[src/rtl/simmem_pkg.sv]
// Shared types and default parameters for the simulated-memory release scheduler.
package simmem_pkg;

    localparam int unsigned DefNumSlots   = 8;
    localparam int unsigned DefIDWidth    = 4;
    localparam int unsigned DefDelayWidth = 8;

    typedef enum logic [1:0] {
        SlotFree     = 2'd0,
        SlotCounting = 2'd1,
        SlotGranted  = 2'd2
    } slot_state_e;

    // Default-width view of one pending-release slot.
    typedef struct packed {
        logic [DefIDWidth-1:0]    id;
        logic [DefDelayWidth-1:0] counter;
        slot_state_e              state;
    } slot_t;

endpackage

[src/rtl/simmem_rr_arbiter.sv]
// Combinational round-robin picker: first request at or above ptr_i, else lowest request.
module simmem_rr_arbiter #(
    parameter int unsigned NumSlots = 8,
    parameter int unsigned IdxWidth = (NumSlots > 1) ? $clog2(NumSlots) : 1
) (
    input  logic [NumSlots-1:0] req_i,
    input  logic [IdxWidth-1:0] ptr_i,
    output logic [NumSlots-1:0] gnt_o,
    output logic [IdxWidth-1:0] idx_o,
    output logic                valid_o
);

    logic                w_hi_valid;
    logic [IdxWidth-1:0] w_hi_idx;
    logic [IdxWidth-1:0] w_lo_idx;

    always_comb begin
        gnt_o      = '0;
        idx_o      = '0;
        valid_o    = 1'b0;
        w_hi_valid = 1'b0;
        w_hi_idx   = '0;
        w_lo_idx   = '0;
        // Descending scan so the lowest matching index is the one left standing.
        for (int i = int'(NumSlots) - 1; i >= 0; i--) begin
            if (req_i[i]) begin
                w_lo_idx = IdxWidth'(i);
                if (IdxWidth'(i) >= ptr_i) begin
                    w_hi_valid = 1'b1;
                    w_hi_idx   = IdxWidth'(i);
                end
            end
        end
        valid_o = |req_i;
        idx_o   = w_hi_valid ? w_hi_idx : w_lo_idx;
        if (valid_o) begin
            gnt_o[idx_o] = 1'b1;
        end
    end

endmodule

[src/rtl/simmem_release_scheduler.sv]
// Delays buffered messages per entry and grants expired ones round-robin, one at a time.
// Optional statistics ports are enabled by defining SIMMEM_RELEASE_STATS_EN.
module simmem_release_scheduler
    import simmem_pkg::*;
#(
    parameter int unsigned NumSlots   = DefNumSlots,
    parameter int unsigned IDWidth    = DefIDWidth,
    parameter int unsigned DelayWidth = DefDelayWidth
) (
    input  logic                            clk_i,
    input  logic                            rst_i,
    input  logic                            in_valid_i,
    output logic                            in_ready_o,
    input  logic [IDWidth-1:0]              in_id_i,
    input  logic [DelayWidth-1:0]           in_delay_i,
    output logic                            release_valid_o,
    input  logic                            release_ready_i,
    output logic [IDWidth-1:0]              release_id_o,
    output logic [2**IDWidth-1:0]           release_en_o,
`ifdef SIMMEM_RELEASE_STATS_EN
    output logic [31:0]                     released_cnt_o,
    output logic [$clog2(NumSlots+1)-1:0]   max_occupancy_o,
`endif
    output logic [$clog2(NumSlots+1)-1:0]   occupancy_o
);

    localparam int unsigned IdxWidth = (NumSlots > 1) ? $clog2(NumSlots) : 1;
    localparam int unsigned OccWidth = $clog2(NumSlots + 1);

    typedef struct packed {
        logic [IDWidth-1:0]    id;
        logic [DelayWidth-1:0] counter;
        slot_state_e           state;
    } slot_entry_t;

    slot_entry_t         r_slots [NumSlots];
    // r_age[i][j] set: slot j holds an entry accepted before the one in slot i.
    logic [NumSlots-1:0] r_age   [NumSlots];
    logic                r_lock;
    logic [IdxWidth-1:0] r_lock_idx;
    logic [IdxWidth-1:0] r_rr_ptr;

    logic [NumSlots-1:0] w_occupied;
    logic [NumSlots-1:0] w_req;
    logic [NumSlots-1:0] w_alloc_oh;
    logic [NumSlots-1:0] w_arb_gnt;
    logic [NumSlots-1:0] w_rel_oh;
    logic [IdxWidth-1:0] w_arb_idx;
    logic [IdxWidth-1:0] w_rel_idx;
    logic [OccWidth-1:0] w_occ;
    logic                w_arb_valid;
    logic                w_rel_valid;
    logic                w_accept;
    logic                w_handshake;

    always_comb begin
        w_occupied = '0;
        w_occ      = '0;
        for (int i = 0; i < int'(NumSlots); i++) begin
            w_occupied[i] = (r_slots[i].state != SlotFree);
            w_occ         = w_occ + OccWidth'(w_occupied[i]);
        end
    end

    // An expired entry waits while any older entry with the same ID is still pending,
    // so the bank's per-ID FIFO order is preserved.
    always_comb begin
        w_req = '0;
        for (int i = 0; i < int'(NumSlots); i++) begin
            w_req[i] = (r_slots[i].state == SlotCounting) && (r_slots[i].counter == '0);
            for (int j = 0; j < int'(NumSlots); j++) begin
                if (w_occupied[j] && r_age[i][j] && (r_slots[j].id == r_slots[i].id)) begin
                    w_req[i] = 1'b0;
                end
            end
        end
    end

    always_comb begin
        w_alloc_oh = '0;
        for (int i = int'(NumSlots) - 1; i >= 0; i--) begin
            if (!w_occupied[i]) begin
                w_alloc_oh    = '0;
                w_alloc_oh[i] = 1'b1;
            end
        end
    end

    simmem_rr_arbiter #(
        .NumSlots (NumSlots),
        .IdxWidth (IdxWidth)
    ) u_arbiter (
        .req_i   (w_req),
        .ptr_i   (r_rr_ptr),
        .gnt_o   (w_arb_gnt),
        .idx_o   (w_arb_idx),
        .valid_o (w_arb_valid)
    );

    assign in_ready_o  = ~&w_occupied;
    assign w_accept    = in_valid_i & in_ready_o;
    assign w_rel_valid = r_lock | w_arb_valid;
    assign w_rel_idx   = r_lock ? r_lock_idx : w_arb_idx;
    assign w_rel_oh    = r_lock ? (NumSlots'(1) << r_lock_idx) : w_arb_gnt;
    assign w_handshake = w_rel_valid & release_ready_i;

    assign release_valid_o = w_rel_valid;
    assign release_id_o    = w_rel_valid ? r_slots[w_rel_idx].id : '0;
    assign occupancy_o     = w_occ;

    always_comb begin
        release_en_o = '0;
        if (w_rel_valid) begin
            release_en_o[release_id_o] = 1'b1;
        end
    end

    always_ff @(posedge clk_i or posedge rst_i) begin
        if (rst_i) begin
            for (int i = 0; i < int'(NumSlots); i++) begin
                r_slots[i].id      <= '0;
                r_slots[i].counter <= '0;
                r_slots[i].state   <= SlotFree;
                r_age[i]           <= '0;
            end
        end else begin
            for (int i = 0; i < int'(NumSlots); i++) begin
                if ((r_slots[i].state == SlotCounting) && (r_slots[i].counter != '0)) begin
                    r_slots[i].counter <= r_slots[i].counter - 1'b1;
                end
                if (w_handshake && w_rel_oh[i]) begin
                    r_slots[i].state <= SlotFree;
                end else if (!r_lock && w_arb_gnt[i]) begin
                    r_slots[i].state <= SlotGranted;
                end
                if (w_accept && w_alloc_oh[i]) begin
                    r_slots[i].id      <= in_id_i;
                    r_slots[i].counter <= in_delay_i;
                    r_slots[i].state   <= SlotCounting;
                    r_age[i]           <= w_occupied;
                end
                // Column clears come last so they override the row load above.
                for (int j = 0; j < int'(NumSlots); j++) begin
                    if ((w_accept && w_alloc_oh[j]) || (w_handshake && w_rel_oh[j])) begin
                        r_age[i][j] <= 1'b0;
                    end
                end
            end
        end
    end

    always_ff @(posedge clk_i or posedge rst_i) begin
        if (rst_i) begin
            r_lock     <= 1'b0;
            r_lock_idx <= '0;
            r_rr_ptr   <= '0;
        end else if (w_handshake) begin
            r_lock   <= 1'b0;
            r_rr_ptr <= (w_rel_idx == IdxWidth'(NumSlots - 1)) ? '0 : w_rel_idx + 1'b1;
        end else if (!r_lock && w_arb_valid) begin
            r_lock     <= 1'b1;
            r_lock_idx <= w_arb_idx;
        end
    end

`ifdef SIMMEM_RELEASE_STATS_EN
    logic [31:0]         r_released_cnt;
    logic [OccWidth-1:0] r_max_occ;
    logic [OccWidth-1:0] w_max_occ;

    assign w_max_occ       = (w_occ > r_max_occ) ? w_occ : r_max_occ;
    assign released_cnt_o  = r_released_cnt;
    assign max_occupancy_o = w_max_occ;

    always_ff @(posedge clk_i or posedge rst_i) begin
        if (rst_i) begin
            r_released_cnt <= '0;
            r_max_occ      <= '0;
        end else begin
            r_max_occ <= w_max_occ;
            if (w_handshake) begin
                r_released_cnt <= r_released_cnt + 32'd1;
            end
        end
    end
`endif

endmodule

[config.mk]
export PLATFORM = sky130hd
export DESIGN_NAME = simmem_release_scheduler
export DESIGN_NICKNAME = d
export VERILOG_FILES = /design/src/rtl/simmem_pkg.sv /design/src/rtl/simmem_rr_arbiter.sv /design/src/rtl/simmem_release_scheduler.sv
export SDC_FILE = /design/constraint.sdc
export NUM_CORES = 1
export LEC_CHECK = 0
export CAP_MARGIN = 20
export CORE_MARGIN = 3
export CORE_UTILIZATION = 35
export CTS_CLUSTER_SIZE = 25
export DETAILED_ROUTE_END_ITERATION = 16
export HOLD_SLACK_MARGIN = 0.02
export MAX_ROUTING_LAYER = met4
export SLEW_MARGIN = 25
export SYNTH_ARGS = -nofsm -noshare
export SYNTH_HDL_FRONTEND = slang
export SYNTH_SLANG_ARGS = --single-unit
[constraint.sdc]
create_clock -name clk_i -period 13.65 [get_ports clk_i]
set_clock_uncertainty 0.2 [all_clocks]
set_input_delay 2.0475 -clock clk_i [delete_from_list [all_inputs] [get_ports clk_i]]
set_output_delay 2.0475 -clock clk_i [all_outputs]
set_load 0.01 [all_outputs]
==> results.json <==
{
  "status": "complete, no violations",
  "place_congestion": 0.950,
  "synth.yosys.seq_area_share_pct": 37.9,
  "yosys_reg_bits": 183,
  "period_minus_slack_ps": 8690,
  "via_count": 10700,
  "post-synth-top-area-cell": "dfrtp_1",
  "timing.critical_path.cells": "nor2_2 > clkinv_1 > and2_1 > a2bb2o_1 > nor4b_1 > a32oi_1 > o32a_1 > o21ai_1 > nor2_1 > a2111oi_0 > a21oi_1 > a21oi_1 > and4_1 > clkdlybuf4s50_1",
  "setup_violations": 0,
  "detailedRoute.firstIterationViolations": 1095,
  "cts_hold_repair.buffers": 0,
  "cpMaxStageDelayCell": "a21oi_1",
  "clock-sinks": 183,
  "route.detailed.vias_per_inst": 5.72,
  "synth-edff-count": 0,
  "fin_worst_hold_slack_ps": 286,
  "numCtsBuffers": 17,
  "area_growth_syn_to_layout_pct": 10.7,
  "worst_path_largest_cell_delay_ps": 710,
  "synth.yosys.warnings": 0,
  "gr-usage-all-layers_pct": 22.5,
  "initial_utilization_pct": 35.7,
  "layout-drive-gt1-share_pct": 6.63,
  "synth.area.top_cells": "dfrtp_1 38%, nand2_1 7.6%, xnor2_1 6.7%",
  "post_drt_wl_per_cell_um": 21.3,
  "start_kind": "flip-flop",
  "ys_top_cells_by_count": "243 x nand2_1, 183 x dfrtp_1, 106 x nor2_1, 92 x xnor2_1, 81 x o21ai_0",
  "clockBufferDepth": 2,
  "via_count_of_the_first_global_routing_pass": 10500,
  "placementRows": 67,
  "timing.hold.worst.class": "reg -> reg",
  "netlist_instances": 1430,
  "powerDensity_nw_per_um2": 269,
  "timing.critical_path.required_ps": 11400,
  "wire_length_of_the_first_global_routing_pass_um": 62000,
  "worst_skew_pair.late_latency_ps": 450,
  "synth_nets": 1467,
  "port-buffer-count": 41,
  "post_cts_resize_count": 0,
  "die-area_um2": 36800,
  "max_clock_freq_mhz": 115,
  "setup_total_negative_slack_ps": 0,
  "drt_pre_antenna_iters": 7,
  "post-cts-setup-buffers": 0,
  "grt_max_degree": 120,
  "tritoncts": "built",
  "power.ir.vdd_worst_mv": 0.122,
  "num-nets-final": 1442,
  "leakagePower_nw": 5.46,
  "timing.critical_path.to_type": "primary output",
  "worst-slew-pin-transition_ps": 1040,
  "synthDominantCellAreaShare_pct": 37.9,
  "io-pin-count": 42,
  "overflow": 0,
  "detail_route.wirelength_um": 39700,
  "cap_viol_max_count": 0,
  "post-route-period-util_pct": 63.7,
  "initial_antenna_violation_count": 0,
  "ant_nets": 0,
  "max_slew_margin_pct": 30.3,
  "design.core.area_um2": 33800,
  "syn_area_um2": 12100,
  "post-synth-top-count-cell": "nand2_1",
  "finalInstanceArea_um2": 13400,
  "die_w_um": 192,
  "layout.core_utilization_pct": 39.6,
  "critical-path-top-delay-family": "compound AO/OA/AOI/OAI gates",
  "ys.flop_type": "dfrtp_1",
  "critPathMaxFanout": 23,
  "netlist-cell-type-count": 87,
  "drcViolationCount": 0,
  "worstPathArrival_ps": 6440,
  "timing_max_transition_violations_final": 0,
  "fp.dieH_um": 192,
  "grt_setup_unrepaired": "no",
  "place_hpwl_um": 28900,
  "synthesis.area_per_instance_um2": 8.44,
  "timing_worst_setup_path_type": "reg -> out",
  "path_common_cell": "a21oi_1",
  "clkSlewWorstSetupHoldPaths_ps": 80,
  "htreeDepth": 4,
  "n_antenna_cell": 0,
  "ctsRootBufferMaster": "clkbuf_16",
  "report.final.hold_viol_count": 0,
  "cp.buffers_inverters": 2,
  "async_reset_ff_share_pct": 100,
  "placed_area_um2": 12700
}
==> path summary, 6_finish.rpt <==
kind	start	depth (start not counted)	end	slack, ps
max in group asynchronous	rst_i	3	r_age[12]	9800
max reg2reg	r_slots[72]	14	r_age[51]	8050
max	r_slots[0]	14	release_en_o[8]	4960
min	r_age[49]	1	r_age[49]	290
min in group asynchronous	rst_i	2	r_age[46]	1990
min reg2reg	r_age[49]	1	r_age[49]	290
==> metal layers <==
metal / vias to the layer above / global-route usage [%] / share of wire [%]
met5: - / - / 0
met3: 49 / 2.99 / 5.7
met4: 0 / 6.46 / 2.1
met1: 5245 / 30.1 / 45
li1: 5001 / - / -
met2: 372 / 35.9 / 47
==> sequential cells by signal, summed over array words and instances (netlist names) <==
signal,flops
r_age,64
r_lock,1
r_lock_idx,3
r_rr_ptr,3
r_slots,112
==> layout by cell type, fill, tap and decap left out, drive strengths merged, types with 11 or more instances in the layout <==
| master | count |
|---|---|
| dfrtp | 183 |
| ha | 17 |
| buf | 11 |
| nor3 | 48 |
| o21a | 23 |
| xor2 | 56 |
| nor2 | 109 |
| nand3 | 21 |
| and3 | 32 |
| clkdlybuf4s50 | 41 |
| a21oi | 31 |
| o211a | 11 |
| nor4 | 42 |
| xnor2 | 92 |
| clkbuf | 17 |
| nand2 | 243 |
| and2 | 23 |
| a211oi | 40 |
| o21ai | 85 |
| nand4 | 24 |
| inv | 49 |
| nor3b | 11 |
| o22ai | 24 |
==> layout make-up <==
class / instances / area (um2)
multi-input combinational: 1104 / 6930
tap: 448 / 561
clock inverter: 15 / 188
fill: 3374 / 20400
timing repair buffer: 52 / 493
clock buffer: 17 / 425
inverter: 47 / 184
sequential: 183 / 4580
==> logic make-up after synthesis <==
kind of cell | synth area share (%)
simple gates | 24.7
compound gates | 18.2
flops | 37.9
xor+xnor | 10.7
buf+inv | 4.92
fa+ha+maj | 2.42
mux | 1.06
==> report_power, final <==
group / switching [mW] / leakage, nW / total [mW] / internal, mW
combinational: 1.07 / 2.95 / 1.89 / 0.820
sequential: 0.399 / 2.21 / 1.18 / 0.786
clock: 0.243 / 0.294 / 0.522 / 0.278
total: 1.71 / 5.46 / 3.60 / 1.88
==> stage by stage <==
| step | instances | setup slack (ps) | power, mW |
|---|---|---|---|
| floorplan | 1430 | 6430 | 2.44 |
| global placement | 1834 | 5570 | 3.01 |
| detailed placement | 1834 | 5520 | 3.05 |
| CTS | 1866 | 5000 | 3.58 |
| global route | 1866 | 4500 | 3.86 |
| finish | 1866 | 4960 | 3.60 |
Note: power is estimated with default switching activity, not from simulation.
